<file path="config.mk">
export PLATFORM = sky130hd
export DESIGN_NAME = comparator_scheduler_flat
export DESIGN_NICKNAME = d
export VERILOG_FILES = /design/src/rtl/comparator_pkg.sv /design/src/rtl/comparator_scheduler_if.sv /design/src/rtl/comparatore_4in.sv /design/src/rtl/comparator_scheduler.sv /design/src/flat_wrapper.sv
export SDC_FILE = /design/constraint.sdc
export NUM_CORES = 1
export LEC_CHECK = 0
export CAP_MARGIN = 20
export CORE_ASPECT_RATIO = 0.7
export CORE_MARGIN = 2
export CORE_UTILIZATION = 40
export CTS_BUF_LIST = sky130_fd_sc_hd__clkbuf_8
export DETAILED_ROUTE_END_ITERATION = 6
export PLACE_DENSITY = 0.7
export SYNTH_ARGS = -nofsm -noshare
export SYNTH_HDL_FRONTEND = slang
export SYNTH_SLANG_ARGS = --single-unit
</file>
<file path="constraint.sdc">
create_clock -name clk -period 1.61 [get_ports clk]
set_input_delay 0.2415 -clock clk [delete_from_list [all_inputs] [get_ports clk]]
set_output_delay 0.2415 -clock clk [all_outputs]
set_load 0.05 [all_outputs]
</file>
<file path="src/rtl/comparator_pkg.sv">
// Shared types and helpers for comparator_scheduler.
//   state_e  : scheduler FSM states
//   OPW      : operand width (fixed at 2 bits)
//   MAX_REQ  : largest supported requester count
//   rr_pick  : round-robin grant search starting at a pointer
package comparator_pkg;

    localparam int unsigned OPW     = 2;
    localparam int unsigned MAX_REQ = 8;

    typedef enum logic [1:0] {
        StIdle,
        StCmp,
        StResp
    } state_e;

    // First index with valid set, searching upward from ptr and wrapping modulo nreq.
    // Returns 0 when nothing is valid; callers qualify with |valid.
    function automatic logic [2:0] rr_pick(input logic [MAX_REQ-1:0] valid,
                                           input logic [2:0]         ptr,
                                           input int unsigned        nreq);
        logic [2:0]  pick;
        logic        found;
        int unsigned idx;
        pick  = '0;
        found = 1'b0;
        for (int unsigned k = 0; k < MAX_REQ; k++) begin
            if (k < nreq) begin
                idx = (32'(ptr) + k) % nreq;
                if (!found && valid[3'(idx)]) begin
                    pick  = 3'(idx);
                    found = 1'b1;
                end
            end
        end
        return pick;
    endfunction

endpackage

</file>
<file path="src/rtl/comparator_scheduler_if.sv">
// Request/response bus of comparator_scheduler.
//   req_valid/req_x/req_y/req_ready : per-requester operand handshake (2 bits per requester)
//   rsp_valid/rsp_ready/rsp_id/rsp_eq : tagged equality result handshake
// master: requester/consumer side; slave: the scheduler.
interface comparator_scheduler_if #(
    parameter int unsigned NREQ = 4,
    parameter int unsigned ID_W = 2
);
    import comparator_pkg::*;

    logic [NREQ-1:0]     req_valid;
    logic [OPW*NREQ-1:0] req_x;
    logic [OPW*NREQ-1:0] req_y;
    logic [NREQ-1:0]     req_ready;
    logic                rsp_valid;
    logic                rsp_ready;
    logic [ID_W-1:0]     rsp_id;
    logic                rsp_eq;

    modport master (
        output req_valid, req_x, req_y, rsp_ready,
        input  req_ready, rsp_valid, rsp_id, rsp_eq
    );

    modport slave (
        input  req_valid, req_x, req_y, rsp_ready,
        output req_ready, rsp_valid, rsp_id, rsp_eq
    );

endinterface

</file>
<file path="src/rtl/comparatore_4in.sv">
// Combinational 2-bit equality core: out = 1 when {a,b} == {c,d}.
//   a, b : operand x (msb, lsb)
//   c, d : operand y (msb, lsb)
//   out  : equality result
module comparatore_4in (
    input  logic a,
    input  logic b,
    input  logic c,
    input  logic d,
    output logic out
);

    assign out = (a ~^ c) & (b ~^ d);

endmodule

</file>
<file path="src/rtl/comparator_scheduler.sv">
// Round-robin scheduler sharing one 2-bit equality core between NREQ requesters.
//   clk, rst_n          : clock and asynchronous active-low reset
//   bus (slave)         : request handshake in, tagged result handshake out
//   stat_clr            : synchronous clear of both statistics counters
//   busy                : high whenever the FSM is not idle
//   cmp_count, eq_count : saturating counts of completed and equal compares
module comparator_scheduler
    import comparator_pkg::*;
#(
    parameter int unsigned NREQ  = 4,
    parameter int unsigned ID_W  = 2,
    parameter int unsigned CNT_W = 16
) (
    input  logic                    clk,
    input  logic                    rst_n,
    comparator_scheduler_if.slave   bus,
    input  logic                    stat_clr,
    output logic                    busy,
    output logic [CNT_W-1:0]        cmp_count,
    output logic [CNT_W-1:0]        eq_count
);

    state_e             state_q, state_d;
    logic [ID_W-1:0]    rr_ptr_q, rr_ptr_d;
    logic [ID_W-1:0]    gid_q, gid_d;
    logic [OPW-1:0]     x_q, x_d;
    logic [OPW-1:0]     y_q, y_d;
    logic               rsp_valid_q, rsp_valid_d;
    logic [ID_W-1:0]    rsp_id_q, rsp_id_d;
    logic               rsp_eq_q, rsp_eq_d;
    logic [CNT_W-1:0]   cmp_q, cmp_d;
    logic [CNT_W-1:0]   eq_q, eq_d;

    logic [MAX_REQ-1:0] valid_ext;
    logic               any_valid;
    logic [ID_W-1:0]    grant;
    logic [NREQ-1:0]    grant_oh;
    logic [OPW-1:0]     sel_x;
    logic [OPW-1:0]     sel_y;
    logic               core_eq;
    logic               rsp_hs;

    // Grant selection and operand mux; constant-index loops keep every select in range.
    always_comb begin
        valid_ext             = '0;
        valid_ext[NREQ-1:0]   = bus.req_valid;
        any_valid             = |bus.req_valid;
        grant                 = ID_W'(rr_pick(valid_ext, 3'(rr_ptr_q), NREQ));
        grant_oh              = '0;
        sel_x                 = '0;
        sel_y                 = '0;
        for (int i = 0; i < int'(NREQ); i++) begin
            if (grant == ID_W'(i)) begin
                grant_oh[i] = 1'b1;
                sel_x       = bus.req_x[i*OPW +: OPW];
                sel_y       = bus.req_y[i*OPW +: OPW];
            end
        end
    end

    comparatore_4in u_core (
        .a   (x_q[1]),
        .b   (x_q[0]),
        .c   (y_q[1]),
        .d   (y_q[0]),
        .out (core_eq)
    );

    always_comb begin
        state_d       = state_q;
        rr_ptr_d      = rr_ptr_q;
        gid_d         = gid_q;
        x_d           = x_q;
        y_d           = y_q;
        rsp_valid_d   = rsp_valid_q;
        rsp_id_d      = rsp_id_q;
        rsp_eq_d      = rsp_eq_q;
        bus.req_ready = '0;
        rsp_hs        = 1'b0;
        unique case (state_q)
            StIdle: begin
                if (any_valid) begin
                    bus.req_ready = grant_oh;
                    x_d           = sel_x;
                    y_d           = sel_y;
                    gid_d         = grant;
                    state_d       = StCmp;
                end
            end
            StCmp: begin
                rsp_eq_d    = core_eq;
                rsp_id_d    = gid_q;
                rsp_valid_d = 1'b1;
                state_d     = StResp;
            end
            StResp: begin
                if (rsp_valid_q && bus.rsp_ready) begin
                    rsp_hs      = 1'b1;
                    rsp_valid_d = 1'b0;
                    rr_ptr_d    = (gid_q == ID_W'(NREQ - 1)) ? '0 : gid_q + ID_W'(1);
                    state_d     = StIdle;
                end
            end
            default: state_d = StIdle;
        endcase
    end

    // Saturating statistics; a clear beats a coincident increment.
    always_comb begin
        cmp_d = cmp_q;
        eq_d  = eq_q;
        if (stat_clr) begin
            cmp_d = '0;
            eq_d  = '0;
        end else if (rsp_hs) begin
            if (cmp_q != '1) cmp_d = cmp_q + CNT_W'(1);
            if (rsp_eq_q && (eq_q != '1)) eq_d = eq_q + CNT_W'(1);
        end
    end

    always_ff @(posedge clk or negedge rst_n) begin
        if (!rst_n) begin
            state_q     <= StIdle;
            rr_ptr_q    <= '0;
            gid_q       <= '0;
            x_q         <= '0;
            y_q         <= '0;
            rsp_valid_q <= 1'b0;
            rsp_id_q    <= '0;
            rsp_eq_q    <= 1'b0;
            cmp_q       <= '0;
            eq_q        <= '0;
        end else begin
            state_q     <= state_d;
            rr_ptr_q    <= rr_ptr_d;
            gid_q       <= gid_d;
            x_q         <= x_d;
            y_q         <= y_d;
            rsp_valid_q <= rsp_valid_d;
            rsp_id_q    <= rsp_id_d;
            rsp_eq_q    <= rsp_eq_d;
            cmp_q       <= cmp_d;
            eq_q        <= eq_d;
        end
    end

    assign bus.rsp_valid = rsp_valid_q;
    assign bus.rsp_id    = rsp_id_q;
    assign bus.rsp_eq    = rsp_eq_q;
    assign busy          = (state_q != StIdle);
    assign cmp_count     = cmp_q;
    assign eq_count      = eq_q;

endmodule

</file>
<file path="src/flat_wrapper.sv">
// flat-port wrapper written by rule: the top's interface ports become plain ports
module comparator_scheduler_flat import comparator_pkg::*;
#(
    parameter int unsigned NREQ  = 4,
    parameter int unsigned ID_W  = 2,
    parameter int unsigned CNT_W = 16
)
  (clk, rst_n, stat_clr, busy, cmp_count, eq_count, bus_req_valid, bus_req_x, bus_req_y, bus_rsp_ready, bus_req_ready, bus_rsp_valid, bus_rsp_id, bus_rsp_eq);
  comparator_scheduler_if #(.NREQ(NREQ), .ID_W(ID_W)) bus_i ();
  input  logic clk;
  input  logic rst_n;
  input  logic stat_clr;
  output logic busy;
  output logic [CNT_W-1:0] cmp_count;
  output logic [CNT_W-1:0] eq_count;
  input wire logic [$bits(bus_i.req_valid)-1:0] bus_req_valid;
  input wire logic [$bits(bus_i.req_x)-1:0] bus_req_x;
  input wire logic [$bits(bus_i.req_y)-1:0] bus_req_y;
  input wire logic [$bits(bus_i.rsp_ready)-1:0] bus_rsp_ready;
  output wire logic [$bits(bus_i.req_ready)-1:0] bus_req_ready;
  output wire logic [$bits(bus_i.rsp_valid)-1:0] bus_rsp_valid;
  output wire logic [$bits(bus_i.rsp_id)-1:0] bus_rsp_id;
  output wire logic [$bits(bus_i.rsp_eq)-1:0] bus_rsp_eq;
  assign bus_i.req_valid = bus_req_valid;
  assign bus_i.req_x = bus_req_x;
  assign bus_i.req_y = bus_req_y;
  assign bus_i.rsp_ready = bus_rsp_ready;
  assign bus_req_ready = bus_i.req_ready;
  assign bus_rsp_valid = bus_i.rsp_valid;
  assign bus_rsp_id = bus_i.rsp_id;
  assign bus_rsp_eq = bus_i.rsp_eq;
  comparator_scheduler #(.NREQ(NREQ), .ID_W(ID_W), .CNT_W(CNT_W)) u_core (.clk(clk), .rst_n(rst_n), .bus(bus_i), .stat_clr(stat_clr), .busy(busy), .cmp_count(cmp_count), .eq_count(eq_count));
endmodule
</file>
==> impl_summary.log, run 1 <==
[metrics] critical path's most frequent cell: sky130_fd_sc_hd__buf_4
[metrics] Post-Route WL: 7.81 mm
[metrics] FFs w/ async S/R, synth: 1.00
[metrics] final layout net count: 431
[metrics] Max Slew Vio Count: 0
[metrics] final setup fails: 38
[metrics] Routability Congestion: 0.851
[metrics] core region area: 6280 sq um
[metrics] nature of the critical path endpoint: output port
[metrics] required time of the critical path: 1370 ps
[metrics] pin count of the biggest net entering global routing: 47
[metrics] net count of the mapped netlist: 280
[metrics] Post-Syn Area per Cell: 10.3 sq um
[metrics] maximum vdd drop: 1.15 mV
[metrics] Crit. Startpoint: u_core.rr_ptr_q[1]$_DFFE_PN0P_
[metrics] least setup slack across all paths after layout: -444 ps
[metrics] CP max stage cell: sky130_fd_sc_hd__dfrtp_1
[metrics] max_cap viols: 0
[metrics] commonest non-fill, non-tap cell in the layout: sky130_fd_sc_hd__buf_4
[metrics] starting utilization of the core area: 0.417
[metrics] total grt overflow: 0
[metrics] leakage power total: 0.00193 uW
[metrics] area of the multi-input gates: 1840 sq um
[metrics] EDFF count, synth: 0
[metrics] vias in the first global route: 2534
[metrics] routed wirelength normalized by instance count: 16.2 um
[metrics] count of state elements after synthesis: 46
[metrics] # fillers: 423
[metrics] insertion delay of the later-clocked pin in the worst-skew pair: 310 ps
[metrics] highest achievable clock rate: 487 MHz
[metrics] H-tree Lvls: 2
[metrics] Setup Skew: 11.7 ps
[metrics] number of antenna violations at the first check in global routing: 0
[metrics] CTS root buffer: sky130_fd_sc_hd__clkbuf_8
[metrics] half-perimeter wire length after detailed placement: 5.02 mm
[metrics] RSZ-0062 raised after global routing: true
[metrics] crit path kind: flop to output port
[metrics] total routing resource utilization after global routing: 0.219
[metrics] via count: 2525
[metrics] post-detailed-route via-to-cell ratio: 5.23
[metrics] unique cell type count in the Yosys netlist: 53
[metrics] remaining design rule violation count: 0
[metrics] Max transition margin: 0.761
[metrics] CP arrival: 1810 ps
[metrics] clock-pin transition on the worst setup and hold timing paths: 90 ps
[metrics] sum of buffers and inverters on the critical path: 4
[metrics] most common flop cell mapped by yosys: sky130_fd_sc_hd__dfrtp_1
[metrics] result of the run: complete, but fails checks
[metrics] PnR Total Power: 4630 uW
[metrics] switching portion of total power: 0.377
[metrics] Area Overhead vs Synth: 78.3%
[metrics] Detailed Routing Iterations Pass 1: 4
[metrics] worst hold-check slack: 434 ps
[metrics] cell-by-cell listing of the critical path: nor2_2, buf_4, buf_4, nand2_1, nand4_1, buf_12, and3_4, buf_6
[metrics] wire length of the first global-routing pass: 12.4 mm
[metrics] CTS Buffer Depth: 2
[metrics] Yosys warnings: 0
[metrics] initial detailed-routing violation count: 101
[metrics] count of standard-cell rows: 24
[metrics] Die W: 101 um
[metrics] pre-CTS setup slack: -411 ps
[metrics] Switching Power: 1740 uW
[metrics] fraction of power consumed by the clock network: 0.163
[metrics] antenna-violating nets left: 0
[metrics] violations in the final reports: setup timing
[metrics] part of the total power dissipated in sequential elements: 0.324
[metrics] share of the yosys chip area belonging to registers: 0.440
[metrics] transition time of the tightest slew-check pin: 357 ps
[metrics] proportion of layout cells with a drive suffix above 1: 0.578
[metrics] CTS tree: done
[metrics] crit-path leading delay family: simple AND/OR/NAND/NOR gates
[metrics] class of the tightest hold or removal check: input port to async pin
[metrics] synthesized cell area: 2620 sq um
[metrics] critical path's largest stage delay: 430 ps
[metrics] maximum net fanout on the critical path: 6
[metrics] height of the chip: 71.7 um
[metrics] Reg-to-Reg Start: u_core.rr_ptr_q[1]$_DFFE_PN0P_
[metrics] leading cell types in the layout, fill and taps excluded: sky130_fd_sc_hd__buf_4, sky130_fd_sc_hd__nor2_1, sky130_fd_sc_hd__dfrtp_2, sky130_fd_sc_hd__nand2_1, sky130_fd_sc_hd__xnor2_1
[metrics] final worst-path cycle share: 1.28
[metrics] internal power: 2880 uW
[metrics] critical path startpoint category: flop
[metrics] Synth Instances: 253
[metrics] P per Cell Area: 991 nW/um^2
[metrics] Die Outline Area: 7220 sq um
[metrics] final count of hold timing violations: 0
[metrics] number of port buffers: 64
[metrics] crit path time final: 2050 ps
[metrics] power share of the combinational group: 0.513
[metrics] Clock Sinks: 46
[metrics] clock buffer count from CTS: 5
[metrics] final antenna diode count: 0
[metrics] top-level port count: 65
[metrics] FF/Latch Area: 1190 sq um
==> worst paths after layout <==
kind | endpoint | depth (start not counted) | slack, ps
max | bus_req_ready[1] | 8 | -440
max reg2reg | u_core.x_q[1]$_DFFE_PN0P_ | 9 | -300
max in group asynchronous | u_core.eq_count[15]$_DFFE_PN0P_ | 3 | 930
min in group clk | u_core.y_q[1]$_DFFE_PN0P_ | 2 | 520
min reg2reg | u_core.y_q[1]$_DFFE_PN0P_ | 2 | 520
min | u_core.cmp_count[7]$_DFFE_PN0P_ | 3 | 430
==> layer usage <==
metal | wire length (um) | GRT usage | vias up | share of wire
met5 | 0 | 0 | - | 0
met4 | 165 | 0.0715 | 0 | 0.021
met3 | 417 | 0.0459 | 19 | 0.053
met2 | 3700 | 0.351 | 76 | 0.47
met1 | 3530 | 0.298 | 1226 | 0.45
li1 | - | - | 1204 | -
==> cells in the mapped netlist, drive strengths merged, types with 3 or more instances <==
master | number | share of area
a2111oi | 6 | 0.049
a211oi | 8 | 0.025
a21oi | 5 | 0.011
and4 | 4 | 0.014
buf | 7 | 0.017
clkbuf | 3 | 0.0043
dfrtp | 46 | 0.44
ha | 3 | 0.014
inv | 5 | 0.0072
mux2 | 4 | 0.017
mux2i | 11 | 0.042
nand2 | 27 | 0.042
nand2b | 4 | 0.0096
nand3 | 10 | 0.026
nand4 | 7 | 0.025
nor2 | 39 | 0.057
nor2b | 4 | 0.0096
nor3 | 3 | 0.0057
nor4 | 3 | 0.013
nor4b | 3 | 0.012
o221ai | 4 | 0.013
xnor2 | 26 | 0.087
==> sequential cells by signal, indices dropped and copies added (netlist names) <==
| name | flops |
|---|---|
| u_core.rr_ptr_q | 2 |
| u_core.bus.rsp_id | 2 |
| u_core.y_q | 2 |
| u_core.x_q | 2 |
| u_core.bus.rsp_eq | 1 |
| u_core.cmp_count | 16 |
| u_core.state_q | 2 |
| u_core.eq_count | 16 |
| u_core.bus.rsp_valid | 1 |
| u_core.gid_q | 2 |
==> area by class of cell <==
cell class                 count  area share
inverter                       5     0.00456
timing repair buffer         154       0.305
clock inverter                 2     0.00268
tap                           78      0.0209
clock buffer                   6      0.0177
sequential                    46       0.254
multi-input combinational    192       0.395
==> through the flow <==
stage | utilization | cells | setup TNS (ps) | area, sq um
detailed placement | 0.626 | 443 | -10030 | 3930
global route | 0.743 | 483 | -9450 | 4670
CTS | 0.706 | 471 | -4540 | 4430
floorplan | - | 253 | -3630 | 2830
global placement | 0.626 | 443 | -8690 | 3930
finish | 0.743 | 483 | -6630 | 4670
==> what timing repair did <==
action / in CTS / in global routing
hold endpoints to repair: 46 / 0
buffers inserted: 19 / 12
hold buffers: 1 / 0
pin swaps: 37 / 18
resized for setup: 39 / 23
endpoints found under the setup margin: 28 / 40
cloned: 1 / 0
==> worst register-to-register path: cells and delay by family, from the launching register on <==
family | cells | cell delay [ps]
AOI/OAI and AO/OA | 1 | 130
DFF | 1 | 430
muxes | 1 | 210
and+or+nand+nor | 3 | 380
buffers and inverters | 4 | 620
==> kinds of logic (layout without fill, tap and decap cells) <==
family          count (synthesis)  count (layout)  synth area share
compound gates                 33              33             0.126
xor+xnor                       28              28            0.0937
fa+ha+maj                       3               3            0.0143
buf+inv                        15             167            0.0282
flops                          46              46             0.440
mux                            15              15            0.0593
simple gates                  113             113             0.239
==> power groups by stage <==
stage | Clock [uW] | Sequential [uW] | Combinational [uW]
4_1_cts | 770 | 1500 | 2250
5_1_grt | 817 | 1520 | 2530
2_1_floorplan | 0 | 1690 | 982
3_5_place_dp | 0 | 1510 | 1910
6_report | 753 | 1500 | 2380
3_3_place_gp | 0 | 1500 | 1870
Note: power is estimated with default switching activity, not from simulation.
==> inputs of run 2 (changes only) <==
--- a/config.mk
+++ b/config.mk
@@ -8,10 +8,9 @@
 export CAP_MARGIN = 20
 export CORE_ASPECT_RATIO = 0.7
 export CORE_MARGIN = 2
-export CORE_UTILIZATION = 40
+export CORE_UTILIZATION = 25
 export CTS_BUF_LIST = sky130_fd_sc_hd__clkbuf_8
 export DETAILED_ROUTE_END_ITERATION = 6
-export PLACE_DENSITY = 0.7
 export SYNTH_ARGS = -nofsm -noshare
 export SYNTH_HDL_FRONTEND = slang
 export SYNTH_SLANG_ARGS = --single-unit
==> constraint.sdc (replaced) <==
create_clock -name clk -period 1.61 [get_ports clk]
set_input_delay 0.2415 -clock clk [delete_from_list [all_inputs] [get_ports clk]]
set_output_delay 0.2415 -clock clk [all_outputs]
set_load 0.02 [all_outputs]
==> run 2 against run 1 <==
  * Count of clock-buffer cells in the layout shrank 1
  * Final area shrank 0.27%
  * Fmax grew 8.3%
  * Sequential share of layout area shrank 0.17 points
  * The flow still finishes with violations (setup timing)
  * Via count shrank 4.8%
  * Global-route usage shrank 8.7 points
  * Sequential power is essentially flat
  * Final cell count grew 9.5%
  * Die area grew 57%
  * Worst setup slack gained 160 ps
  * Combinational power shrank 21%
==> impl_summary.log, run 2 (synthesized netlist as in run 1, its figures left out) <==
[metrics] result of the run: complete, but fails checks (unchanged)
[metrics] violations in the final reports: setup timing (unchanged)
[metrics] maximum vdd drop: 0.632 mV (was 1.15 mV)
[metrics] total routing resource utilization after global routing: 0.132 (was 0.219)
[metrics] Max transition margin: 0.698 (was 0.761)
[metrics] final layout net count: 423 (was 431)
[metrics] Max Slew Vio Count: 0 (unchanged)
[metrics] insertion delay of the later-clocked pin in the worst-skew pair: 300 ps (was 310 ps)
[metrics] highest achievable clock rate: 527 MHz (was 487 MHz)
[metrics] half-perimeter wire length after detailed placement: 5.36 mm (was 5.02 mm)
[metrics] nature of the critical path endpoint: output port (unchanged)
[metrics] H-tree Lvls: 2 (unchanged)
[metrics] least setup slack across all paths after layout: -288 ps (was -444 ps)
[metrics] clock-pin transition on the worst setup and hold timing paths: 100 ps (was 90 ps)
[metrics] Die Outline Area: 11300 sq um (was 7220 sq um)
[metrics] routed wirelength normalized by instance count: 14.0 um (was 16.2 um)
[metrics] core region area: 10300 sq um (was 6280 sq um)
[metrics] number of port buffers: 64 (unchanged)
[metrics] total grt overflow: 0 (unchanged)
[metrics] antenna-violating nets left: 0 (unchanged)
[metrics] remaining design rule violation count: 0 (unchanged)
[metrics] CTS tree: done (unchanged)
[metrics] commonest non-fill, non-tap cell in the layout: sky130_fd_sc_hd__buf_4 (unchanged)
[metrics] crit path kind: flop to output port (unchanged)
[metrics] CTS Buffer Depth: 2 (unchanged)
[metrics] leading cell types in the layout, fill and taps excluded: sky130_fd_sc_hd__buf_4, sky130_fd_sc_hd__nor2_1, sky130_fd_sc_hd__dlygate4sd2_1, sky130_fd_sc_hd__dfrtp_1, sky130_fd_sc_hd__buf_6 (was sky130_fd_sc_hd__buf_4, sky130_fd_sc_hd__nor2_1, sky130_fd_sc_hd__dfrtp_2, sky130_fd_sc_hd__nand2_1, sky130_fd_sc_hd__xnor2_1)
[metrics] pre-CTS setup slack: -714 ps (was -411 ps)
[metrics] wire length of the first global-routing pass: 12.1 mm (was 12.4 mm)
[metrics] Post-Route WL: 7.41 mm (was 7.81 mm)
[metrics] top-level port count: 65 (unchanged)
[metrics] count of standard-cell rows: 31 (was 24)
[metrics] starting utilization of the core area: 0.255 (was 0.417)
[metrics] post-route standard cell area excluding fillers: 4650 sq um (was 4670 sq um)
[metrics] pin count of the biggest net entering global routing: 31 (was 47)
[metrics] crit path time final: 1900 ps (was 2050 ps)
[metrics] P per Cell Area: 918 nW/um^2 (was 991 nW/um^2)
[metrics] CP arrival: 1660 ps (was 1810 ps)
[metrics] final setup fails: 37 (was 38)
[metrics] final count of hold timing violations: 0 (unchanged)
[metrics] initial detailed-routing violation count: 81 (was 101)
[metrics] Routability Congestion: 0.761 (was 0.851)
[metrics] Die W: 126 um (was 101 um)
[metrics] Detailed Routing Iterations Pass 1: 4 (unchanged)
[metrics] clock buffer count from CTS: 5 (unchanged)
[metrics] maximum net fanout on the critical path: 4 (was 6)
[metrics] number of antenna violations at the first check in global routing: 0 (unchanged)
[metrics] vias in the first global route: 2406 (was 2534)
[metrics] final antenna diode count: 0 (unchanged)
[metrics] Area Overhead vs Synth: 77.8% (was 78.3%)
[metrics] via count: 2403 (was 2525)
[metrics] critical path startpoint category: flop (unchanged)
[metrics] transition time of the tightest slew-check pin: 454 ps (was 357 ps)
[metrics] fin cells: 529 (was 483)
[metrics] class of the tightest hold or removal check: input port to async pin (unchanged)
[metrics] instance count after placement with tap cells included: 505 (was 443)
[metrics] worst hold-check slack: 414 ps (was 434 ps)
[metrics] required time of the critical path: 1370 ps (about the same)
[metrics] RSZ-0062 raised after global routing: true (unchanged)
[metrics] CTS root buffer: sky130_fd_sc_hd__clkbuf_8 (unchanged)
[metrics] post-detailed-route via-to-cell ratio: 4.54 (was 5.23)
[metrics] leakage power total: 0.00198 uW (was 0.00193 uW)
[metrics] height of the chip: 89.6 um (was 71.7 um)
[metrics] Clock Sinks: 46 (unchanged)
[metrics] DP Area: 4040 sq um (was 3930 sq um)
[metrics] final worst-path cycle share: 1.18 (was 1.28)
[metrics] Setup Skew: 14.5 ps (was 11.7 ps)
[metrics] proportion of layout cells with a drive suffix above 1: 0.461 (was 0.578)
[metrics] max_cap viols: 0 (unchanged)
[run 2: cell types whose count changed in the layout (fill, tap and decap cells not counted), sizes merged]
cell / previous run / this run
inv: 5 / 6
dlymetal6s2s: 0 / 2
bufbuf: 1 / 0
clkdlybuf4s50: 22 / 25
buf: 130 / 86
clkinvlp: 1 / 0
dlygate4sd2: 0 / 31
bufinv: 0 / 1
[run 2: worst paths after layout]
kind | from | slack, ps | depth (start not counted) | to
max in group asynchronous | rst_n | 660 | 3 | u_core.cmp_count[4]$_DFFE_PN0P_
worst max-delay path | u_core.rr_ptr_q[1]$_DFFE_PN0P_ | -290 | 7 | bus_req_ready[2]
worst min-delay path | rst_n | 410 | 2 | u_core.eq_count[13]$_DFFE_PN0P_
worst min register to register | u_core.y_q[0]$_DFFE_PN0P_ | 520 | 2 | u_core.y_q[0]$_DFFE_PN0P_
min in group clk | u_core.y_q[0]$_DFFE_PN0P_ | 520 | 2 | u_core.y_q[0]$_DFFE_PN0P_
worst max register to register | u_core.state_q[0]$_DFFE_PN0P_ | -220 | 8 | u_core.eq_count[4]$_DFFE_PN0P_
[run 2: through the flow]
step           setup TNS [ps]  utilization  total power (uW)
2_1_floorplan            -762            -              2350
3_3_place_gp           -12300        0.393              3060
3_5_place_dp           -12990        0.393              3090
4_1_cts                 -4650        0.436              4160
5_1_grt                 -8700        0.453              4570
6_report                -5320        0.453              4270
[run 2: cell type report]
type	count	area [sq um]
multi-input cells	192	1820
well taps	132	165
clock buffers	5	68.8
inverters	5	18.8
clock inverters	3	43.8
flip-flops and latches	46	1170
repair buffers	146	1360
fillers	963	5630
[run 2: metal layers]
metal / global-route usage / wire length (um)
met1: 0.188 / 3600
met2: 0.220 / 3510
met3: 0.0195 / 225
met4: 0.0240 / 70
met5: 0 / 0
[run 2: power breakdown]
group | total, uW | internal, uW | switching [uW]
Combinational | 1890 | 1010 | 876
Sequential | 1510 | 1340 | 163
Clock | 880 | 466 | 414
[run 2: critical path: stages (launching register included)]
cell and delay, ps:
sky130_fd_sc_hd__dfrtp_2 450, sky130_fd_sc_hd__inv_2 130, sky130_fd_sc_hd__o21bai_4 80, sky130_fd_sc_hd__a221oi_2 240
sky130_fd_sc_hd__buf_4 160, sky130_fd_sc_hd__nand2b_4 140, sky130_fd_sc_hd__nor2_2 40, sky130_fd_sc_hd__buf_6 120
[run 2: what timing repair did]
action                                  CTS  global route
endpoints found under the hold margin    16             0
pin swaps                                41            24
resized for setup                       106            34
endpoints found under the setup margin   69            41
buffers inserted                         10            11
hold buffers                              1             0
